`src/rtl/ram32k_arbiter.sv`:
```
// rtl/ram32k_arbiter.sv - two-master round-robin arbiter with burst limit for the 32K x 16 data RAM
module ram32k_arbiter #(
    parameter int AW        = 15,
    parameter int DW        = 16,
    parameter int BURST_MAX = 4
) (
    input  logic          clock,
    input  logic          reset,
    input  logic          req0,
    input  logic          req1,
    input  logic          we0,
    input  logic          we1,
    input  logic [AW-1:0] addr0,
    input  logic [AW-1:0] addr1,
    input  logic [DW-1:0] wdata0,
    input  logic [DW-1:0] wdata1,
    output logic          gnt0,
    output logic          gnt1,
    output logic [DW-1:0] rdata0,
    output logic [DW-1:0] rdata1,
    output logic [AW-1:0] ram_address,
    output logic [DW-1:0] ram_in,
    output logic          ram_load,
    input  logic [DW-1:0] ram_out
);

    localparam logic [1:0] IDLE = 2'd0;
    localparam logic [1:0] G0   = 2'd1;
    localparam logic [1:0] G1   = 2'd2;

    localparam logic [3:0] CNT_LAST = 4'(BURST_MAX - 1);

    logic [1:0] state;
    logic [1:0] state_nxt;
    logic       ptr;
    logic       ptr_nxt;
    logic [3:0] cnt;
    logic [3:0] cnt_nxt;

    logic       own_req;
    logic       other_req;
    logic       sel1;

    always_comb begin
        state_nxt = state;
        ptr_nxt   = ptr;
        cnt_nxt   = cnt;
        own_req   = 1'b0;
        other_req = 1'b0;
        case (state)
            IDLE: begin
                if (req0 && req1) begin
                    state_nxt = ptr ? G1 : G0;
                end else if (req0) begin
                    state_nxt = G0;
                end else if (req1) begin
                    state_nxt = G1;
                end
            end
            G0, G1: begin
                own_req   = (state == G1) ? req1 : req0;
                other_req = (state == G1) ? req0 : req1;
                // Stay only if the burst limit is not hit while the other side waits.
                if (own_req && !(other_req && cnt == CNT_LAST)) begin
                    cnt_nxt = (cnt == CNT_LAST) ? cnt : cnt + 4'd1;
                end else begin
                    cnt_nxt   = 4'd0;
                    ptr_nxt   = (state == G0);
                    state_nxt = other_req ? ((state == G0) ? G1 : G0) : IDLE;
                end
            end
            default: begin
                state_nxt = IDLE;
                cnt_nxt   = 4'd0;
            end
        endcase
    end

    always_ff @(posedge clock) begin
        if (reset) begin
            state <= IDLE;
            ptr   <= 1'b0;
            cnt   <= 4'd0;
        end else begin
            state <= state_nxt;
            ptr   <= ptr_nxt;
            cnt   <= cnt_nxt;
        end
    end

    // Grants come from the state register only; reset masks them immediately.
    assign gnt0 = (state == G0) && !reset;
    assign gnt1 = (state == G1) && !reset;

    assign sel1        = (state == G1);
    assign ram_address = sel1 ? addr1 : addr0;
    assign ram_in      = sel1 ? wdata1 : wdata0;
    assign ram_load    = sel1 ? (gnt1 && req1 && we1) : (gnt0 && req0 && we0);

    assign rdata0 = ram_out;
    assign rdata1 = ram_out;

endmodule

```
`config.mk`:
```
export PLATFORM = sky130hd
export DESIGN_NAME = ram32k_arbiter
export DESIGN_NICKNAME = d
export VERILOG_FILES = /design/src/rtl/ram32k_arbiter.sv
export SDC_FILE = /design/constraint.sdc
export NUM_CORES = 1
export LEC_CHECK = 0
export BUFFER_PORTS_ARGS = -buffer_cell sky130_fd_sc_hd__buf_2
export CORE_ASPECT_RATIO = 2
export CORE_MARGIN = 1.5
export CORE_UTILIZATION = 29
export DETAILED_ROUTE_END_ITERATION = 16
export PLACE_DENSITY = 0.83
export REMOVE_ABC_BUFFERS = 1
export SYNTH_ARGS = -nofsm -noshare
export SYNTH_HDL_FRONTEND = slang
export SYNTH_SLANG_ARGS = --single-unit
```
`constraint.sdc`:
```
create_clock -name clock -period 1.7 [get_ports clock]
set_input_delay 0.425 -clock clock [delete_from_list [all_inputs] [get_ports clock]]
set_output_delay 0.425 -clock clock [all_outputs]
set_load 0.005 [all_outputs]
```
==> results.md <==
- RD Place Congestion: 0.934
- Global-route wire length before repair: 6240 µm
- Fin crit period: 1.91 ns
- Worst path required time: 1.27 ns
- TritonRoute pass-1 iters: 4
- Crit path DAT: 1.48 ns
- DIE HEIGHT: 92.4 µm
- Layout area overhead: 81.3%
- Root Driver: clkbuf_8
- Sequential area share after synthesis: 12.1%
- CP cell instances: inv_4 > ha_4 > clkbuf_16 > mux2_2 > buf_2
- Iter 0 DRT Violations: 18
- Final #Nets: 312
- Max-Cap Viols: 0
- IO Pins: 150
- Post-route insts no fill: 272
- Initial antenna violation count: 0
- Cells after Synth: 129
- Worst-Skew Late Latency: 0.23 ns
- Die width: 47.7 µm
- Layout cells sized above 1: 83.7%
- Worst-path clk slew: 0.04 ns
- Wire per inst: 19.1 µm
- Cell leakage power: 0.00106 µW
- Setup slack after layout: -0.207 ns
- Failing checks: negative setup slack
- Setup WS pre-CTS: -0.199 ns
- Ant. Diodes: 0
- CP Max Fanout: 9
- Placed cells: 263
- Slew margin rel.: 65.6%
- Row cnt: 32
- Reg area: 148 µm²
- Worst vdd ir: 0.489 mV
- Initial Utilization: 30.2%
- WHS: 0.520 ns
- Worst setup EP type: output pin
- IO Port Bufs: 101
- Total GRT Usage: 20.6%
- Cts hold-fix bufs: 0
- Die ar.: 0.00441 mm²
- Setup CP Type: register to output pin
- Status: finished with violations
- Fillers: 332
- Total grt overflow: 0
- Yosys reg bits: 7
- Final setup viols: 40
- Final wirelength: 5200 µm
- Post-route DRC: 0
- Deepest clock path buffer count: 2
- Crit-path max cell delay: 0.34 ns
- ANT nets after route: 0
- Total power: 2050 µW
- Largest net degree at the start of global routing: 20
- Most frequent cells in the layout: buf_2, buf_6, mux2_4
- Vias: 1381
- Setup crit start kind: register
- Area of the core: 0.00384 mm²
- Synth Cell Area: 0.00116 mm²
- Synth unique cells: 30
- Unrepaired setup endpoints after global routing: yes
- Most common library cell in the layout ignoring fill and taps: buf_2
- Max-slew violation count: 0
- H-Tree Depth: 1
- PD cells: 973 mW/mm²
- Num CTS Buffers: 3
- Skew final: 0.000872 ns
- Area occupied by multi-input gates: 921 µm²
- Fin crit share: 112%
- Achievable Freq: 0.524 GHz
- Hold WC Path Type: register to register
- CTS tree: built
- Via density: 5.08
- Yosys warning count: 0
- Clock sinks: 7
- Worst Tran Pin Value: 0.501 ns
- Via count of the first global-routing pass: 1355
- DP HPWL: 3770 µm
- Fin. Hold Viols: 0
- Mapped Avg Cell Area: 8.99 µm²
- Slowest cell on the critical path: mux2_2
[critical path: cells and delay by family, from the launching register on]
kind,cells,cell delay (ns)
adder cells (fa/ha/maj),1,0.20
flip-flops,1,0.32
multiplexers,1,0.34
buffers and inverters,3,0.38
[cell usage after synthesis, drive strengths merged]
| cell type | number | area (µm²) |
|---|---|---|
| and2b | 2 | 17.5 |
| dfxtp | 7 | 140 |
| ha | 6 | 75.1 |
| o211a | 1 | 10.0 |
| and3 | 1 | 6.26 |
| nor4b | 1 | 8.76 |
| a21oi | 6 | 30.0 |
| nand3 | 3 | 15.0 |
| mux2i | 1 | 10.0 |
| a31o | 1 | 8.76 |
| nand3b | 1 | 7.51 |
| a32oi | 1 | 8.76 |
| clkdlybuf4s18 | 1 | 10.0 |
| or3b | 1 | 11.3 |
| inv | 3 | 11.3 |
| nand4b | 1 | 8.76 |
| nand4 | 2 | 12.5 |
| a21bo | 1 | 10.0 |
| o21ai | 7 | 35.0 |
| nor3b | 1 | 7.51 |
| clkbuf | 4 | 25.0 |
| nor2 | 3 | 11.3 |
| nor2b | 3 | 18.8 |
| a2bb2oi | 1 | 8.76 |
| buf | 32 | 240 |
| mux2 | 34 | 383 |
| a22oi | 1 | 7.51 |
| or4 | 2 | 15.0 |
| nand2b | 1 | 6.26 |
[worst paths after layout]
| kind | start | endpoint | slack [ns] | depth (start not counted) |
|---|---|---|---|---|
| worst max-delay path | state[0] | ram_address[2] | -0.21 | 5 |
| worst min-delay path | cnt[2] | cnt[2] | 0.52 | 2 |
| worst max register to register | cnt[1] | state[0] | -0.16 | 5 |
| worst min register to register | cnt[2] | cnt[2] | 0.52 | 2 |
[per-layer routing]
layer / share of wire [%] / routed length [µm] / track usage [%] / vias to the layer above
met1: 34 / 1790 / 19.6 / 621
met3: 13 / 669 / 8.97 / 11
met2: 50 / 2610 / 35.1 / 138
met5: 0 / 0 / 0 / -
li1: - / - / - / 611
met4: 2.4 / 123 / 9.23 / 0
[where the power goes]
part | leakage [µW] | total [µW] | internal, µW | switching (µW)
registers | 0.0000588 | 219 | 194 | 25.2
logic | 0.000976 | 1580 | 973 | 612
clock network | 0.0000228 | 242 | 163 | 79.1
[per-stage QoR]
| stage | setup TNS, ns | cell area (µm²) | util [%] |
|---|---|---|---|
| floorplan | -17.72 | 885 | - |
| detailed placement | -3.77 | 1600 | 41.5 |
| global route | -7.82 | 2100 | 54.7 |
| CTS | -5.19 | 1900 | 49.3 |
| global placement | -2.32 | 1600 | 41.5 |
| finish | -5.83 | 2100 | 54.7 |
[kinds of logic after synthesis]
family          after synthesis  synth area share, %
mux                          35                 33.9
flops                         7                 12.1
buf+inv                      40                 24.7
fa+ha+maj                     6                 6.47
compound gates               19                 10.2
simple gates                 22                 12.6
[repair_timing]
action,4_1_cts,5_1_grt
gates resized for setup,57,33
pin swaps,7,0
setup endpoints to repair,39,41
setup buffers,3,0
gates cloned,0,2
[registers in the layout, indices dropped and copies added (netlist names)]
name / cells
cnt: 4
ptr: 1
state: 2
[final cells by class]
cell class                      count  area share [%]
Timing Repair Buffer              125            43.2
Tap cell                           51            3.03
Sequential cell                     7            7.02
Clock buffer                        4            2.14
Inverter                            3           0.773
Multi-Input combinational cell     82            43.8
(Power assumes the default switching activity.)
